File: src/rtl/fsb_cycle_responder_if.sv
// rtl/fsb_cycle_responder_if.sv - FSB cycle-termination bus between decoder/CPU side and responder
interface fsb_cycle_responder_if;
    logic nAS;
    logic RAMCS;
    logic ROMCS;
    logic IOCS;
    logic IACS;
    logic RAMReady;
    logic IOACK;
    logic nDTACK;
    logic nVPA;
    logic nBERR;
    logic IOREQ;

    modport master (
        output nAS, RAMCS, ROMCS, IOCS, IACS, RAMReady, IOACK,
        input  nDTACK, nVPA, nBERR, IOREQ
    );

    modport slave (
        input  nAS, RAMCS, ROMCS, IOCS, IACS, RAMReady, IOACK,
        output nDTACK, nVPA, nBERR, IOREQ
    );
endinterface

File: src/rtl/fsb_cycle_responder.sv
// rtl/fsb_cycle_responder.sv - MC68HC000 FSB cycle terminator (DTACK/VPA/BERR) with IOB request handshake
module fsb_cycle_responder #(
    parameter int ROM_WS  = 2,
    parameter int TO_BITS = 8
) (
    input logic                  CLK,
    input logic                  RES,
    fsb_cycle_responder_if.slave bus
);
    typedef enum logic [2:0] {
        S_IDLE, S_IACK, S_RAMW, S_ROMW, S_IOW, S_TERM, S_BERR
    } state_t;

    localparam logic [TO_BITS-1:0] TO_MAX  = '1;
    localparam logic [3:0]         WS_INIT = 4'(ROM_WS);

    state_t             state_q, state_d;
    logic [3:0]         ws_cnt_q, ws_cnt_d;
    logic [TO_BITS-1:0] to_cnt_q, to_cnt_d, to_cnt_inc;
    logic               ramdone_q, ramdone_d;
    logic               iodone_q, iodone_d;
    logic               iopend_q, iopend_d;
    logic               want_q, want_d;
    logic               ackd_q, ackd_d;
    logic               ioreq_q, ioreq_d;
    logic               ndtack_q, ndtack_d;
    logic               nvpa_q, nvpa_d;
    logic               nberr_q, nberr_d;
    logic               new_req, cycle_exit, to_fire, io_ack_ours, want_set, raise;

    always_ff @(posedge CLK or posedge RES) begin
        if (RES) begin
            state_q   <= S_IDLE;
            ws_cnt_q  <= '0;
            to_cnt_q  <= '0;
            ramdone_q <= 1'b0;
            iodone_q  <= 1'b0;
            iopend_q  <= 1'b0;
            want_q    <= 1'b0;
            ackd_q    <= 1'b0;
            ioreq_q   <= 1'b0;
            ndtack_q  <= 1'b1;
            nvpa_q    <= 1'b1;
            nberr_q   <= 1'b1;
        end else begin
            state_q   <= state_d;
            ws_cnt_q  <= ws_cnt_d;
            to_cnt_q  <= to_cnt_d;
            ramdone_q <= ramdone_d;
            iodone_q  <= iodone_d;
            iopend_q  <= iopend_d;
            want_q    <= want_d;
            ackd_q    <= ackd_d;
            ioreq_q   <= ioreq_d;
            ndtack_q  <= ndtack_d;
            nvpa_q    <= nvpa_d;
            nberr_q   <= nberr_d;
        end
    end

    always_comb begin
        state_d     = state_q;
        ws_cnt_d    = ws_cnt_q;
        to_cnt_d    = to_cnt_q;
        ramdone_d   = ramdone_q;
        iodone_d    = iodone_q;
        iopend_d    = iopend_q;
        ndtack_d    = ndtack_q;
        nvpa_d      = nvpa_q;
        nberr_d     = nberr_q;
        new_req     = 1'b0;
        cycle_exit  = 1'b0;
        to_cnt_inc  = to_cnt_q + 1'b1;
        to_fire     = (to_cnt_inc == TO_MAX);
        // An ack only counts for this cycle once our own request is on the wire.
        io_ack_ours = iopend_q && !want_q && ioreq_q && bus.IOACK;
        ackd_d      = ioreq_q && bus.IOACK;

        case (state_q)
            S_IDLE: begin
                if (!bus.nAS) begin
                    to_cnt_d = '0;
                    if (bus.IACS) begin
                        state_d = S_IACK;
                    end else if (bus.RAMCS) begin
                        state_d  = S_RAMW;
                        iopend_d = bus.IOCS;
                        new_req  = bus.IOCS;
                    end else if (bus.ROMCS) begin
                        state_d  = S_ROMW;
                        ws_cnt_d = WS_INIT;
                    end else begin
                        state_d  = S_IOW;
                        iopend_d = bus.IOCS;
                        new_req  = bus.IOCS;
                    end
                end
            end
            S_IACK: begin
                to_cnt_d = to_cnt_inc;
                nvpa_d   = 1'b0;
                state_d  = S_TERM;
            end
            S_RAMW: begin
                to_cnt_d  = to_cnt_inc;
                ramdone_d = ramdone_q | bus.RAMReady;
                iodone_d  = iodone_q | io_ack_ours;
                if (bus.nAS) begin
                    state_d    = S_IDLE;
                    cycle_exit = 1'b1;
                end else if (ramdone_q && (iodone_q || !iopend_q)) begin
                    ndtack_d   = 1'b0;
                    state_d    = S_TERM;
                    cycle_exit = 1'b1;
                end else if (to_fire) begin
                    nberr_d    = 1'b0;
                    state_d    = S_BERR;
                    cycle_exit = 1'b1;
                end
            end
            S_ROMW: begin
                to_cnt_d = to_cnt_inc;
                ws_cnt_d = ws_cnt_q - 4'd1;
                if (bus.nAS) begin
                    state_d    = S_IDLE;
                    cycle_exit = 1'b1;
                end else if (ws_cnt_q == 4'd0) begin
                    ndtack_d   = 1'b0;
                    state_d    = S_TERM;
                    cycle_exit = 1'b1;
                end else if (to_fire) begin
                    nberr_d    = 1'b0;
                    state_d    = S_BERR;
                    cycle_exit = 1'b1;
                end
            end
            S_IOW: begin
                to_cnt_d = to_cnt_inc;
                if (bus.nAS) begin
                    state_d    = S_IDLE;
                    cycle_exit = 1'b1;
                end else if (io_ack_ours) begin
                    ndtack_d   = 1'b0;
                    state_d    = S_TERM;
                    cycle_exit = 1'b1;
                end else if (to_fire) begin
                    nberr_d    = 1'b0;
                    state_d    = S_BERR;
                    cycle_exit = 1'b1;
                end
            end
            S_TERM: begin
                if (bus.nAS) begin
                    ndtack_d = 1'b1;
                    nvpa_d   = 1'b1;
                    state_d  = S_IDLE;
                end
            end
            S_BERR: begin
                if (bus.nAS) begin
                    nberr_d = 1'b1;
                    state_d = S_IDLE;
                end
            end
            default: state_d = S_IDLE;
        endcase

        if (cycle_exit) begin
            ramdone_d = 1'b0;
            iodone_d  = 1'b0;
            iopend_d  = 1'b0;
        end

        // Handshake runs on its own: a raised IOREQ always completes, even after abort.
        want_set = (want_q && !cycle_exit) || new_req;
        raise    = !ioreq_q && want_set && !bus.IOACK;
        ioreq_d  = raise || (ioreq_q && !ackd_q);
        want_d   = want_set && !raise;
    end

    assign bus.nDTACK = ndtack_q;
    assign bus.nVPA   = nvpa_q;
    assign bus.nBERR  = nberr_q;
    assign bus.IOREQ  = ioreq_q;
endmodule
File: src/flat_wrapper.sv
// flat-port wrapper written by rule: the top's interface ports become plain ports
module fsb_cycle_responder_flat 
#(
    parameter int ROM_WS  = 2,
    parameter int TO_BITS = 8
)
  (CLK, RES, bus_nAS, bus_RAMCS, bus_ROMCS, bus_IOCS, bus_IACS, bus_RAMReady, bus_IOACK, bus_nDTACK, bus_nVPA, bus_nBERR, bus_IOREQ);
  fsb_cycle_responder_if bus_i ();
  input logic CLK;
  input logic RES;
  input wire logic [$bits(bus_i.nAS)-1:0] bus_nAS;
  input wire logic [$bits(bus_i.RAMCS)-1:0] bus_RAMCS;
  input wire logic [$bits(bus_i.ROMCS)-1:0] bus_ROMCS;
  input wire logic [$bits(bus_i.IOCS)-1:0] bus_IOCS;
  input wire logic [$bits(bus_i.IACS)-1:0] bus_IACS;
  input wire logic [$bits(bus_i.RAMReady)-1:0] bus_RAMReady;
  input wire logic [$bits(bus_i.IOACK)-1:0] bus_IOACK;
  output wire logic [$bits(bus_i.nDTACK)-1:0] bus_nDTACK;
  output wire logic [$bits(bus_i.nVPA)-1:0] bus_nVPA;
  output wire logic [$bits(bus_i.nBERR)-1:0] bus_nBERR;
  output wire logic [$bits(bus_i.IOREQ)-1:0] bus_IOREQ;
  assign bus_i.nAS = bus_nAS;
  assign bus_i.RAMCS = bus_RAMCS;
  assign bus_i.ROMCS = bus_ROMCS;
  assign bus_i.IOCS = bus_IOCS;
  assign bus_i.IACS = bus_IACS;
  assign bus_i.RAMReady = bus_RAMReady;
  assign bus_i.IOACK = bus_IOACK;
  assign bus_nDTACK = bus_i.nDTACK;
  assign bus_nVPA = bus_i.nVPA;
  assign bus_nBERR = bus_i.nBERR;
  assign bus_IOREQ = bus_i.IOREQ;
  fsb_cycle_responder #(.ROM_WS(ROM_WS), .TO_BITS(TO_BITS)) u_core (.CLK(CLK), .RES(RES), .bus(bus_i));
endmodule
File: config.mk
export PLATFORM = sky130hd
export DESIGN_NAME = fsb_cycle_responder_flat
export DESIGN_NICKNAME = d
export VERILOG_FILES = /design/src/rtl/fsb_cycle_responder_if.sv /design/src/rtl/fsb_cycle_responder.sv /design/src/flat_wrapper.sv
export SDC_FILE = /design/constraint.sdc
export NUM_CORES = 1
export LEC_CHECK = 0
export CAP_MARGIN = 20
export CORE_ASPECT_RATIO = 0.5
export CORE_MARGIN = 5
export CORE_UTILIZATION = 35
export DETAILED_ROUTE_END_ITERATION = 10
export PLACE_DENSITY = 0.51
export SYNTH_ARGS = -nofsm -noshare
export SYNTH_HDL_FRONTEND = slang
export SYNTH_SLANG_ARGS = --single-unit
File: constraint.sdc
create_clock -name CLK -period 4.4 [get_ports CLK]
set_clock_uncertainty 0.05 [all_clocks]
set_input_delay 0.66 -clock CLK [delete_from_list [all_inputs] [get_ports CLK]]
set_output_delay 0.66 -clock CLK [all_outputs]
set_load 0.02 [all_outputs]
==> results.json <==
{
  "worstPathMaxFanout": 8,
  "powerDensity_nw_per_um2": 579.4,
  "fin_hold_ws_ps": 431.7,
  "fill_cells": 409,
  "critPathLaunch": "u_core.to_cnt_q[0]",
  "post_dp_cell_area_um2": 1642,
  "synth_top_area_frac": 0.3559,
  "critPathRequiredTime_ps": 4510,
  "min_to": "u_core.bus.IOREQ",
  "synth_edf_count": 0,
  "die_h_um": 55.93,
  "start_kind": "flop",
  "async_flop_share": 1.000,
  "cts_setup_buffers": 0,
  "min_path_cells": 1,
  "setup_viol": 0,
  "synth_seq_area_share": 0.4093,
  "hold_violations": 0,
  "wl_per_cell_um": 13.86,
  "cts.sinks": 24,
  "tightest_slew_ps": 617.4,
  "cts-buffers-inserted": 3,
  "grt_pass1_wl_um": 5713,
  "total_power_mw": 1.003,
  "cts_tree": "yes",
  "path_clk_slew_ps": 90,
  "fp.coreArea_um2": 3984,
  "cp_data_arrival_time_ps": 2470,
  "largest_register": "u_core.to_cnt_q",
  "r2r_slack_ps": 2040,
  "drt_iter0_drc": 75,
  "num-nets-final": 199,
  "synth.distinct_cells": 41,
  "dp_hpwl_um": 2332,
  "hold_class": "reg2reg",
  "ys_ff_latch": 24,
  "yosysWarnings": 0,
  "grt_max_degree": 25,
  "layout-drive-gt1-share": 0.09189,
  "max-slew-margin-rel": 0.5856,
  "ant_nets": 0,
  "antenna_cells": 0,
  "viasPerCell": 5.280,
  "synth_fp_nets": 186,
  "worstReg2RegEnd": "u_core.state_q[0]",
  "reg2reg_depth": 6,
  "ir_drop_mv": 0.2236,
  "grt_usage": 0.1249,
  "hold_buffers": 0,
  "synth_area_um2": 1476,
  "synth_top_area_cell": "dfrtp_1",
  "gp_congestion": 0.7836,
  "cts_resized": 0,
  "top_regs": "u_core.to_cnt_q (8), u_core.ws_cnt_q (4), u_core.state_q (3)",
  "die-area_um2": 5696,
  "firstDrtPassIters": 4,
  "die_w_um": 101.9,
  "cts_max_path_buffers": 2,
  "largest_reg_flops": 8,
  "cts.htree.levels": 1,
  "rsz0062_at_grt": "no",
  "drc": 0,
  "cts-root-buf": "clkbuf_8",
  "utilization": 0.4347,
  "final_area_um2": 1732,
  "rr_startpoint": "u_core.to_cnt_q[0]",
  "hp-start": "u_core.ackd_q",
  "fmax_mhz": 423.1,
  "start_util": 0.3706,
  "antenna_found_initial": 0,
  "routed_wl_um": 3313,
  "leakage_nw": 0.6860,
  "fin_tns_setup_ps": 0,
  "crit_type": "reg2reg",
  "crit_path_end_kind": "flop",
  "grt_pass1_vias": 1223,
  "ioPinCount": 13,
  "syn_area_per_cell_um2": 8.534,
  "ys.flop_type": "dfrtp_1",
  "status": "completed",
  "grt-ovfl-total": 0,
  "synthTopCellsByArea": "dfrtp_1, a21oi_1, o21ai_0, dfstp_2, nor2_1",
  "netlist_instances": 173,
  "fin_crit_sh": 0.5372,
  "row_count": 16,
  "vias": 1262,
  "area_delta_synth_final_pct": 17.29,
  "slew_violations": 0,
  "fin_crit_ps": 2364,
  "cap_violations": 0,
  "clk_latency_ps": 270,
  "port_buffers": 12
}
[worst max-delay path: stages (launching register included)]
cell	delay (ps)
dfrtp_1	470
ha_1	360
nand3b_1	110
mux2_2	270
o31a_1	140
or4_4	580
a211o_1	270
[synth_stat cells (3+ instances only)]
library cell / instances
dfrtp_1: 21
nand3b_1: 3
o31ai_1: 5
xnor2_1: 4
o21ai_0: 16
dfstp_2: 3
inv_1: 11
nand2_1: 13
nor3_1: 3
nand3_1: 6
a21oi_1: 19
nand2b_1: 4
clkbuf_1: 6
ha_1: 4
nor2_1: 17
nor2b_1: 5
[final cells by class]
class	instances	area (um^2)	share of cell area
inverter	11	41.29	0.02384
clock buffer	4	55.05	0.03179
tap	54	67.56	0.03902
timing repair buffer	14	155.1	0.08960
multi-input combinational	132	808.3	0.4668
sequential	24	604.3	0.3490
[cells by family (layout without fill, tap and decap cells)]
group | after synthesis | in the layout | synth area share
compound gates | 57 | 57 | 0.2415
xor+xnor | 6 | 6 | 0.03559
fa+ha+maj | 4 | 4 | 0.03390
buf+inv | 17 | 29 | 0.04322
flops | 24 | 24 | 0.4093
mux | 1 | 1 | 0.007627
simple gates | 64 | 64 | 0.2288
[power by group]
group,switching (mW),internal (mW),total (mW)
Combinational,0.249,0.189,0.439
Sequential,0.103,0.308,0.410
Clock,0.0743,0.0800,0.154
[stage by stage]
stage / std cells / setup slack, ps
6_report: 239 / 2036
5_1_grt: 239 / 1952
4_1_cts: 237 / 2046
3_5_place_dp: 233 / 1924
3_3_place_gp: 233 / 1997
2_1_floorplan: 173 / 2189
[metal layers]
metal	track usage	routed length [um]	vias up
li1	-	-	639
met1	0.1787	1747	603
met2	0.1794	1416	18
met3	0.04255	130	2
met4	0.02991	19	0
met5	0	0	-
[placed cells by master, fill, tap and decap left out, types with 2 or more instances in the layout]
master and n:
inv_1 11, ha_1 4, clkbuf_8 4, nand2_1 13, dfrtp_1 21, and3_1 2
o221ai_1 2, or3b_2 2, nor3_1 3, o31ai_1 5, nand3_1 6, nor4_1 2
o21ai_0 16, nor2_1 17, o22ai_1 2, dfstp_2 3, nand3b_1 3, nor2b_1 5
xor2_1 2, and2_1 2, clkdlybuf4s50_1 12, a21oi_1 19, nand2b_1 4, a211o_1 2
xnor2_1 4
[worst max path at each step]
| stage | slack (ps) | cells past startpoint | to |
|---|---|---|---|
| global route | 1950 | 6 | u_core.bus.IOREQ |
| global placement | 2000 | 5 | u_core.ws_cnt_q[0] |
| floorplan | 2190 | 7 | u_core.state_q[0] |
| detailed placement | 1920 | 5 | u_core.ws_cnt_q[0] |
| finish | 2040 | 6 | u_core.state_q[0] |
| CTS | 2050 | 6 | u_core.state_q[0] |
No activity file was read; power rests on OpenSTA's default activity.
